$ cat src/rtl/common_types_pkg.sv
// rtl/common_types_pkg.sv - shared types for the RF front-end configuration sequencer
package common_types_pkg;

  localparam int FEM_CFG_IDX_W = 8;

  typedef enum logic [2:0] {
    FEM_IDLE      = 3'd0,
    FEM_POWERUP   = 3'd1,
    FEM_LOAD      = 3'd2,
    FEM_START     = 3'd3,
    FEM_WAIT_DONE = 3'd4,
    FEM_GAP       = 3'd5,
    FEM_DONE      = 3'd6,
    FEM_ERROR     = 3'd7
  } fem_cfg_state_t;

endpackage

$ cat src/rtl/cycle_timer.sv
// rtl/cycle_timer.sv - reloadable down-counter; expired while the count sits at zero
module cycle_timer #(
  parameter int               WIDTH     = 8,
  parameter logic [WIDTH-1:0] RESET_VAL = '0
) (
  input  logic             clk,
  input  logic             nrst,
  input  logic             load,
  input  logic [WIDTH-1:0] load_val,
  input  logic             en,
  output logic             expired
);

  logic [WIDTH-1:0] count_q;
  logic [WIDTH-1:0] count_d;

  // load has priority so a reload on the final counted cycle restarts cleanly
  always_comb begin
    count_d = count_q;
    if (load) begin
      count_d = load_val;
    end else if (en && (count_q != '0)) begin
      count_d = count_q - WIDTH'(1);
    end
  end

  always_ff @(posedge clk or negedge nrst) begin
    if (!nrst) begin
      count_q <= RESET_VAL;
    end else begin
      count_q <= count_d;
    end
  end

  assign expired = (count_q == '0);

endmodule

$ cat src/rtl/fem_config_seq.sv
// rtl/fem_config_seq.sv - writes the RF front-end register words through spi_tx after power-up
module fem_config_seq
  import common_types_pkg::*;
#(
  parameter int NUM_WORDS      = 5,
  parameter int WORD_WIDTH     = 32,
  parameter int POWERUP_CYCLES = 1920000,
  parameter int GAP_CYCLES     = 16,
  parameter int TIMEOUT_CYCLES = 4096,
  parameter int AUTO_START     = 1
) (
  input  logic                     clk,
  input  logic                     nrst,
  input  logic                     cfg_req,
  output logic [FEM_CFG_IDX_W-1:0] cfg_idx,
  input  logic [WORD_WIDTH-1:0]    cfg_word,
  output logic [WORD_WIDTH-1:0]    spi_data,
  output logic                     spi_start,
  input  logic                     spi_busy,
  input  logic                     spi_done,
  output logic                     cfg_busy,
  output logic                     cfg_done,
  output logic                     cfg_err
);

  localparam int PU_W  = $clog2(POWERUP_CYCLES) + 1;
  localparam int GAP_W = $clog2(GAP_CYCLES) + 1;
  localparam int TO_W  = $clog2(TIMEOUT_CYCLES) + 1;

  localparam logic [PU_W-1:0]  PU_LOAD  = PU_W'(POWERUP_CYCLES - 1);
  localparam logic [GAP_W-1:0] GAP_LOAD = (GAP_CYCLES > 0) ? GAP_W'(GAP_CYCLES - 1) : '0;
  localparam logic [TO_W-1:0]  TO_LOAD  = TO_W'(TIMEOUT_CYCLES - 1);
  localparam logic [FEM_CFG_IDX_W-1:0] LAST_IDX = FEM_CFG_IDX_W'(NUM_WORDS - 1);

  localparam fem_cfg_state_t RESET_STATE = (AUTO_START != 0) ? FEM_POWERUP : FEM_IDLE;
  localparam logic           RESET_BUSY  = (AUTO_START != 0);

  fem_cfg_state_t           state_q, state_d;
  logic [FEM_CFG_IDX_W-1:0] idx_q, idx_d;
  logic [WORD_WIDTH-1:0]    data_q, data_d;
  logic                     start_q, busy_q, done_q, err_q;

  logic pu_load, gap_load, to_load;
  logic pu_expired, gap_expired, to_expired;

  // The power-up timer comes out of reset preloaded, so an auto-start needs no kick
  cycle_timer #(.WIDTH(PU_W), .RESET_VAL(PU_LOAD)) u_pu_timer (
    .clk     (clk),
    .nrst    (nrst),
    .load    (pu_load),
    .load_val(PU_LOAD),
    .en      (state_q == FEM_POWERUP),
    .expired (pu_expired)
  );

  cycle_timer #(.WIDTH(GAP_W), .RESET_VAL('0)) u_gap_timer (
    .clk     (clk),
    .nrst    (nrst),
    .load    (gap_load),
    .load_val(GAP_LOAD),
    .en      (state_q == FEM_GAP),
    .expired (gap_expired)
  );

  cycle_timer #(.WIDTH(TO_W), .RESET_VAL('0)) u_to_timer (
    .clk     (clk),
    .nrst    (nrst),
    .load    (to_load),
    .load_val(TO_LOAD),
    .en      ((state_q == FEM_START) || (state_q == FEM_WAIT_DONE)),
    .expired (to_expired)
  );

  always_comb begin
    state_d  = state_q;
    idx_d    = idx_q;
    data_d   = data_q;
    pu_load  = 1'b0;
    gap_load = 1'b0;
    to_load  = 1'b0;
    case (state_q)
      FEM_IDLE: begin
        if (cfg_req) begin
          state_d = FEM_POWERUP;
          idx_d   = '0;
          pu_load = 1'b1;
        end
      end
      FEM_POWERUP: begin
        if (pu_expired) state_d = FEM_LOAD;
      end
      FEM_LOAD: begin
        data_d  = cfg_word;
        state_d = FEM_START;
        to_load = 1'b1;
      end
      // A done pulse counts even before busy is seen, and beats a same-cycle timeout
      FEM_START, FEM_WAIT_DONE: begin
        if (spi_done) begin
          if (idx_q == LAST_IDX) begin
            state_d = FEM_DONE;
          end else begin
            idx_d = idx_q + FEM_CFG_IDX_W'(1);
            if (GAP_CYCLES == 0) begin
              state_d = FEM_LOAD;
            end else begin
              state_d  = FEM_GAP;
              gap_load = 1'b1;
            end
          end
        end else if (to_expired) begin
          state_d = FEM_ERROR;
        end else if ((state_q == FEM_START) && spi_busy) begin
          state_d = FEM_WAIT_DONE;
        end
      end
      FEM_GAP: begin
        if (gap_expired) state_d = FEM_LOAD;
      end
      FEM_DONE, FEM_ERROR: begin
        if (cfg_req) begin
          state_d = FEM_POWERUP;
          idx_d   = '0;
          pu_load = 1'b1;
        end
      end
      default: state_d = FEM_IDLE;
    endcase
  end

  // Status outputs are registered from the next state so they line up with state_q
  always_ff @(posedge clk or negedge nrst) begin
    if (!nrst) begin
      state_q <= RESET_STATE;
      idx_q   <= '0;
      data_q  <= '0;
      start_q <= 1'b0;
      busy_q  <= RESET_BUSY;
      done_q  <= 1'b0;
      err_q   <= 1'b0;
    end else begin
      state_q <= state_d;
      idx_q   <= idx_d;
      data_q  <= data_d;
      start_q <= (state_d == FEM_START);
      busy_q  <= !(state_d inside {FEM_IDLE, FEM_DONE, FEM_ERROR});
      done_q  <= (state_d == FEM_DONE);
      err_q   <= (state_d == FEM_ERROR);
    end
  end

  assign cfg_idx   = idx_q;
  assign spi_data  = data_q;
  assign spi_start = start_q;
  assign cfg_busy  = busy_q;
  assign cfg_done  = done_q;
  assign cfg_err   = err_q;

endmodule

$ cat config.mk
export PLATFORM = sky130hd
export DESIGN_NAME = fem_config_seq
export DESIGN_NICKNAME = d
export VERILOG_FILES = /design/src/rtl/common_types_pkg.sv /design/src/rtl/cycle_timer.sv /design/src/rtl/fem_config_seq.sv
export SDC_FILE = /design/constraint.sdc
export NUM_CORES = 1
export LEC_CHECK = 0
export ABC_AREA = 0
export ABC_CLOCK_PERIOD_IN_PS = 7600
export CAP_MARGIN = 20
export CORE_ASPECT_RATIO = 1.5
export CORE_MARGIN = 2
export CORE_UTILIZATION = 45
export CTS_CLUSTER_DIAMETER = 120
export DETAILED_ROUTE_END_ITERATION = 6
export DONT_BUFFER_PORTS = 1
export GPL_ROUTABILITY_DRIVEN = 0
export SYNTH_ARGS = -nofsm -noshare
export SYNTH_HDL_FRONTEND = slang
export SYNTH_SLANG_ARGS = --single-unit
$ cat constraint.sdc
create_clock -name clk -period 7.6 [get_ports clk]
set_input_delay 0 -clock clk [delete_from_list [all_inputs] [get_ports clk]]
set_output_delay 0 -clock clk [all_outputs]
set_load 0.01 [all_outputs]
### Yosys cells after proc, flatten, opt, wreduce, memory -nomap -nowiden

Cells that the tools add are included.
Widths: inputs -> output; s select.

* latch bits: 0
* memory bits (read-only): 0
* register bits after elaboration: 87
* memories kept: 0
* memory bits (writable): 0

* $lt $le $gt $ge: 0
* bitwise logic cells: 0
* multiplexer cells: 24
* multiply operators: 0
* shift-type cells: 0
* div/mod/pow operators: 0
* equal/unequal tests: 14
* reductions and logical operators: 22
* add/sub/neg operators: 4

Operators with widths (number)
* $mux 22: 2
* $mux 13: 2
* $mux 8: 3
* $logic_not 22->1: 1
* $reduce_bool 22->1: 1
* $sub 22x1->22 const B: 1
* $eq 3x3->1 const B: 6
* $mux 3: 6
* $pmux 8 s2: 1
* $pmux 3 s5: 1
* $logic_not 13->1: 1
* $reduce_bool 13->1: 1
* $sub 13x1->13 const B: 1
* $mux 5: 2
* $eq 3x2->1 const B: 3
* $add 8x1->8 const B: 1
* $eq 8x3->1 const B: 1
* $reduce_bool 2->1: 4
* $logic_not 3->1: 2
* $mux 1: 6
* $logic_not 5->1: 1
* $reduce_bool 5->1: 1
* $sub 5x1->5 const B: 1
* $logic_and 1x1->1: 4
* other kinds (10): 11

### Logic depth before layout (Yosys ltp)

Gate-level depths: netlist (run 1).

* word-level depth: 9
* mapped depth: 8
* depth with buffers taken out: 8

### By module

Synthesis (run 1) repeated with hierarchy kept, for this count alone.

* cells, all modules: 446
* area, all modules: 4685.7 um^2

By module, submodules not included
* fem_config_seq: cells each 166, area an instance 2075.7 um^2, instances 1
* cycle_timer (u_pu_timer): cells each 145, area an instance 1407.6 um^2, instances 1
* cycle_timer (u_to_timer): cells each 103, area an instance 898.4 um^2, instances 1
* cycle_timer (u_gap_timer): cells each 32, area an instance 304.0 um^2, instances 1

### Worst setup path after synthesis (run 1)

No wires, ideal clock.

* path type: register -> register
* from: register u_pu_timer.count_q[2]
* to: register u_pu_timer.count_q[9]
* setup slack: 5048 ps
* library setup time: 90 ps
* arrival time: 2461 ps
* path buffers: 2
* clock period less this slack: 2552 ps
* cell stages (with the launch flop): 9
* cells stage by stage: dfstp_2 > or4_1 > buf_2 > or4b_4 > o41a_1 > buf_6 > nand4_1 > xor2_1 > nand2_1

* longest elaborated chain between the ends: 3

Ends and longest elaborated chain
* start: declaration: RTL line cycle_timer.sv:14 `logic [WIDTH-1:0] count_q;`
* start signal: assignment: RTL line cycle_timer.sv:31 `count_q <= count_d;`
* $sub 22x1->22 or $reduce_bool 22->1 (tied branches): RTL line cycle_timer.sv:23, cycle_timer.sv:22
* $mux 22 or $logic_and 1x1->1 (tied branches): RTL line cycle_timer.sv:22 `end else if (en && (count_q != '0)) begin`
* $mux 22 or $reduce_bool 2->1 (tied branches)

Parallel ways exist; a longest one is shown, timed or not. The select of a mux whose other input is x is not followed.
A chain may end at the register's enable or synchronous reset.

### Worst setup path after layout (run 1)

* from: register u_pu_timer.count_q[2]
* to: register u_pu_timer.count_q[13]

Same word-level chain as after synthesis.

==> metrics.txt, run 1 <==
slew margin rel. 0.5577; crit path launch u_pu_timer.count_q[2]; critical path data required time 7.82 ns; CP max stage cell or4_1; Reg-to-Reg End u_pu_timer.count_q[13]; Num Clock Sinks 87; Reg2Reg Depth 6; Min-Delay Path Class in2reg; crit path launch type flip-flop; largest net degree at the start of global routing 88; clk root buf clkbuf_16; Peak VDD IR 0.0001682 V; fraction of registers with async set/reset 1.000; post-DP HPWL 5442 um; clk slew on worst S/H paths 0.06 ns; CTS tree done; Initial Util 0.4622; fin. max-slew vios 0; per-cell routed wire length 14.70 um; crit-path cells or4_1, or4b_4, o41a_1, nand2_1, o311ai_0, o41ai_1; number of global-route vias before repair 3,101; WP depth 6; top cell type's share of synthesized area 0.4232; synth top area cells dfrtp_1, nand2_1, dfstp_2; Pleak 2.067 nW; clk_lat worst skew 0.34 ns; layout cells sized above 1 0.1006; Routed Antenna Nets 0; syn_area_per_cell 9.489 sq um; Area Growth Syn to Fin 18.58%; Crit path max-delay family simple AND/OR/NAND/NOR gates; 1st-iter DRT viols 179; FP Rows 42; post-synth top area cell dfrtp_1; Die Ht 120.6 um; core footprint 8828 sq um; Slew @ Worst Pin 0.6618 ns; ant diodes 0; total track usage 0.1836; Synth Flop Type dfrtp_1; pre-CTS setup slack 4.712 ns; grt ovf 0; routed wire length 8482 um; total power 0.0009246 W; Setup Viol. Count Final 0; drt pass-1 iters 4; Max Freq 346.9 MHz; Post-synth EDFFs 0; CP peak stage delay 0.63 ns; vias 3,128; status finished clean; R2R setup slack 4.72 ns; die area 9860 sq um; Syn Nets 474; Residual DRC 0; critical path fanouts, max 13; Cells after Synth 430; wire length of the first global-routing pass 14,030 um; Hold Vio Cnt, Final 0; Critical Path End u_pu_timer.count_q[13]; Worst setup EP type flip-flop; CTS Buf Count 9; area of the mapped netlist 4080 sq um; Power per Cell Area 191.1 nW/um^2; crit path kind reg2reg; Nets 506; IO Port Bufs 0; # IOs 81; Post-synth top cells nand2_1, dfrtp_1, nor2_1; Tcrit/Tclk final 0.3793; Die X 81.75 um; Seq/Total Area, Yosys 0.5391; Max clock buf depth 2; Worst EP arrival 3.10 ns; worst r2r src u_pu_timer.count_q[2]; total negative slack 0 ns; post-layout min period 2.883 ns; Post-CTS Resized 0; Ys Warns 0; most common cell in the netlist nand2_1; Synth Register Bits 87; Worst Skew 0.01120 ns; # Max-Cap Violations 0; post-synthesis cell type count 51; Via-to-Cell Ratio 5.421; final setup margin 4.717 ns; RSZ-0062 raised after global routing false; WP buf/inv 0; H-tree depth 3; initial antenna violation count 0
repair_timing:
item | in CTS | in global routing
hold buffers | 36 | 0
endpoints found under the hold margin | 123 | 0
buffers inserted | 0 | 0
cell type report:
cell class	count	area, sq um
fillers	750	3990
flip-flops and latches	87	2200
multi-input cells	312	1760
repair buffers	38	392.9
clock buffers	9	225.2
well taps	110	137.6
clock inverters	7	70.07
inverters	14	52.55
flip-flops by register name, summed over array words and instances (netlist names):
register,cells
cfg_done,1
cfg_busy,1
spi_data,32
cfg_idx,8
cfg_err,1
state_q,3
spi_start,1
u_pu_timer.count_q,22
u_to_timer.count_q,13
u_gap_timer.count_q,5
worst reg2reg max path: stages (launching register included):
cell	delay (ns)
dfstp_2	0.39
or4_1	0.63
or4b_4	0.60
o41a_1	0.63
nand2_1	0.28
o311ai_0	0.15
o41ai_1	0.11
cell families after synthesis:
kind of cell	share of synthesized area
AND/OR/NAND/NOR	0.2536
adder cells (fa/ha/maj)	0.02392
flip-flops	0.5391
multiplexers	0.007666
AO/OA/AOI/OAI	0.08065
XOR/XNOR	0.06440
buffers and inverters	0.03067
routing by layer:
metal | share of wire | up-vias | track usage
li1 | - | 1516 | -
met1 | 0.42 | 1508 | 0.2161
met2 | 0.51 | 90 | 0.3120
met3 | 0.043 | 14 | 0.03358
met4 | 0.025 | 0 | 0.09375
met5 | 0 | - | 0
cells in the final DEF, fill, tap and decap left out, types with 9 or more instances in the layout:
cell           synthesis  layout
nand3_1                9       9
dfstp_2               18      18
xor2_1                 9       9
dlygate4sd3_1          0      35
nand2_1              134     134
inv_1                 14      14
dfrtp_1               69      69
xnor2_1               21      21
nor3_1                16      15
clkbuf_16              0       9
nor2_1                27      27
report_power, final:
part           internal (W)  total (W)  switching [W]  leakage, nW
Clock              0.000255   0.000435       0.000180        0.146
Sequential         0.000464   0.000464              0        0.923
Combinational     0.0000141  0.0000260      0.0000119        0.998
stage by stage:
stage / hold slack (ns) / area, sq um / cells / utilization
after floorplan: -0.2956 / 4080 / 430 / -
after global placement: -0.2916 / 4165 / 525 / 0.4718
after detailed placement: -0.2922 / 4165 / 525 / 0.4718
after CTS: 0.002185 / 4838 / 577 / 0.5480
after global routing: 0.01468 / 4838 / 577 / 0.5480
final: 0.01086 / 4838 / 577 / 0.5480
worst min path at each step:
| stage | startpoint | endpoint | slack [ns] | depth (start not counted) |
|---|---|---|---|---|
| 2_1_floorplan | nrst | cfg_done | -0.30 | 0 |
| 3_3_place_gp | nrst | u_pu_timer.count_q[12] | -0.29 | 0 |
| 3_5_place_dp | nrst | u_pu_timer.count_q[12] | -0.29 | 0 |
| 4_1_cts | spi_done | state_q[0] | 0.002 | 3 |
| 5_1_grt | spi_done | u_gap_timer.count_q[2] | 0.01 | 2 |
| 6_report | spi_done | state_q[0] | 0.01 | 3 |
Note: power is estimated with default switching activity, not from simulation.
==> run 2: changes to the inputs <==
Settings changed: ABC_CLOCK_PERIOD_IN_PS 7600 to 2400.
Clock period 7.6 ns to 2.4 ns, I/O delays scaled along.
==> run 2 against run 1 <==
The run now ends with negative setup slack left. Via count grew 5.4%. Worst setup slack lost 4.7 ns. Total power grew to 3.2 times the previous value. Sequential power grew to 3.2 times the previous value. First-iteration DRC count shrank 45%. Sequential cell count is the same. Die area is the same. Largest power group unchanged.
==> metrics.txt, run 2 (synthesized netlist as in run 1, its figures left out) <==
Worst Skew 0.005038 ns (was 0.01120 ns); vias 3,298 (was 3,128); routed wire length 9143 um (was 8482 um); CTS tree done (unchanged); Reg-to-Reg End u_pu_timer.count_q[5] (was u_pu_timer.count_q[13]); Area Growth Syn to Fin 27.26% (was 18.58%); post-DP HPWL 6000 um (was 5442 um); CTS Buf Count 9 (unchanged); final setup margin -0.01764 ns (was 4.717 ns); # IOs 81 (unchanged); Min-Delay Path Class in2reg (unchanged); critical path fanouts, max 8 (was 13); Worst setup EP type flip-flop (unchanged); Initial Util 0.4622 (unchanged); Hold Vio Cnt, Final 0 (unchanged); die area 9860 sq um (unchanged); Hold Slack 0.01665 ns (was 0.01086 ns); Worst EP arrival 2.69 ns (was 3.10 ns); Critical Path End u_pu_timer.count_q[5] (was u_pu_timer.count_q[13]); # Max-Cap Violations 0 (unchanged); Slew @ Worst Pin 0.5374 ns (was 0.6618 ns); Setup Viol. Count Final 4 (was 0); fin. max-slew vios 0 (unchanged); Peak VDD IR 0.0004530 V (was 0.0001682 V); slew margin rel. 0.6409 (was 0.5577); max reg flops 32 (unchanged); core footprint 8828 sq um (unchanged); drt pass-1 iters 4 (unchanged); 1st-iter DRT viols 99 (was 179); Nets 544 (was 506); Num Clock Sinks 87 (unchanged); crit path launch u_pu_timer.count_q[9] (was u_pu_timer.count_q[2]); clk root buf clkbuf_16 (unchanged); violated checks negative setup slack; Tcrit/Tclk final 1.007 (was 0.3793); crit path launch type flip-flop (unchanged); RSZ-0062 raised after global routing true (was false); leading cell type in the layout, fill and taps excluded nand2_1 (unchanged); clk_lat worst skew 0.34 ns (about the same); total track usage 0.2032 (was 0.1836); per-cell routed wire length 14.87 um (was 14.70 um); post-layout min period 2.418 ns (was 2.883 ns); Filler cells 741 (was 750); IO Port Bufs 0 (unchanged); grt ovf 0 (unchanged); Max clock buf depth 2 (unchanged); pre-CTS setup slack -0.02137 ns (was 4.712 ns); crit-path cells or4_4, or4b_4, o41a_1, buf_6, nand4b_1, xor2_1, nand2_1 (was or4_1, or4b_4, o41a_1, nand2_1, o311ai_0, o41ai_1); Pleak 2.271 nW (was 2.067 nW); layout cells sized above 1 0.1762 (was 0.1006); largest net degree at the start of global routing 88 (unchanged); WL met1 3845 um (was 3568 um); clk slew on worst S/H paths 0.06 ns (about the same); wire length of the first global-routing pass 15,660 um (was 14,030 um); crit path kind reg2reg (unchanged); Routed Antenna Nets 0 (unchanged); Die X 81.75 um (unchanged); Power per Cell Area 575.5 nW/um^2 (was 191.1 nW/um^2); most frequent cells in the layout nand2_1, dfrtp_1, dlygate4sd3_1 (unchanged); ant diodes 0 (unchanged); Reg2Reg Depth 7 (was 6); CP peak stage delay 0.53 ns (was 0.63 ns); worst r2r src u_pu_timer.count_q[9] (was u_pu_timer.count_q[2]); FP Rows 42 (unchanged); CP max stage cell or4_4 (was or4_1); Residual DRC 0 (unchanged); H-tree depth 3 (unchanged); Via-to-Cell Ratio 5.363 (was 5.421); number of global-route vias before repair 3,441 (was 3,101); critical path data required time 2.67 ns (was 7.82 ns); met3 wire length 454 um (was 361 um); Max Freq 413.6 MHz (was 346.9 MHz); Die Ht 120.6 um (unchanged); met2 WL post-DR 4751 um (was 4343 um); R2R setup slack -0.02 ns (was 4.72 ns); status finished with violations (was finished clean); initial antenna violation count 0 (unchanged); Max Used Layer met4 (unchanged)
-- run 2: cell count changes in the layout (fill, tap and decap cells not counted), sizes merged --
cell,before,now
clkinvlp,1,0
clkinv,3,2
clkbuf,9,12
buf,3,39
inv,16,15
dlygate4sd3,35,37
-- run 2: power by group --
| part | internal (W) | switching (W) |
|---|---|---|
| Sequential | 0.00147 | 0 |
| Clock | 0.000867 | 0.000567 |
| Combinational | 0.0000469 | 0.0000386 |
| Total | 0.00238 | 0.000606 |
-- run 2: worst min path at each step --
stage                              to  cells after the start  slack [ns]      from
2_1_floorplan                cfg_done                      0       -0.30      nrst
3_3_place_gp   u_pu_timer.count_q[13]                      0       -0.29      nrst
3_5_place_dp                  cfg_err                      0       -0.29      nrst
4_1_cts        u_gap_timer.count_q[2]                      3        0.02  spi_done
5_1_grt        u_gap_timer.count_q[2]                      3        0.05  spi_done
6_report                   state_q[0]                      4        0.02  spi_done
-- run 2: cell type report --
| type | instances | area, sq um | area share |
|---|---|---|---|
| clock buffer | 12 | 256.5 | 0.04940 |
| tap | 110 | 137.6 | 0.02651 |
| multi-input combinational | 312 | 1794 | 0.3455 |
| timing repair buffer | 76 | 699.4 | 0.1347 |
| inverter | 14 | 52.55 | 0.01012 |
| clock inverter | 4 | 52.55 | 0.01012 |
| sequential | 87 | 2200 | 0.4236 |
-- run 2: worst max-delay path: cells and delay by family, from the launching register on --
family | cells | cell delay, ns
simple gates | 4 | 1.24
xor+xnor | 1 | 0.15
buf+inv | 1 | 0.18
flops | 1 | 0.37
compound gates | 1 | 0.42
-- run 2: per-layer routing --
metal,GRT usage,up-vias
met2,0.3476,82
met4,0.07188,0
met5,0,-
met1,0.2376,1614
li1,-,1596
met3,0.05896,6
-- run 2: what timing repair did --
action	4_1_cts	5_1_grt
setup buffers	1	1
endpoints found under the setup margin	7	28
hold buffers	38	0
gates resized for setup	2	7
pin swaps	0	5
cloned	0	0
hold endpoints to repair	126	0
-- run 2: per-stage QoR --
stage          power, W  area [sq um]  cells  setup TNS, ns  utilization
2_1_floorplan  0.001497          4080    430      -0.007390            -
3_3_place_gp   0.001497          4433    559              0       0.5021
3_5_place_dp   0.001498          4433    559       -0.05457       0.5021
4_1_cts        0.003024          5155    614       -0.01594       0.5839
5_1_grt        0.003086          5192    615        -0.6338       0.5882
6_report       0.002988          5192    615       -0.05490       0.5882
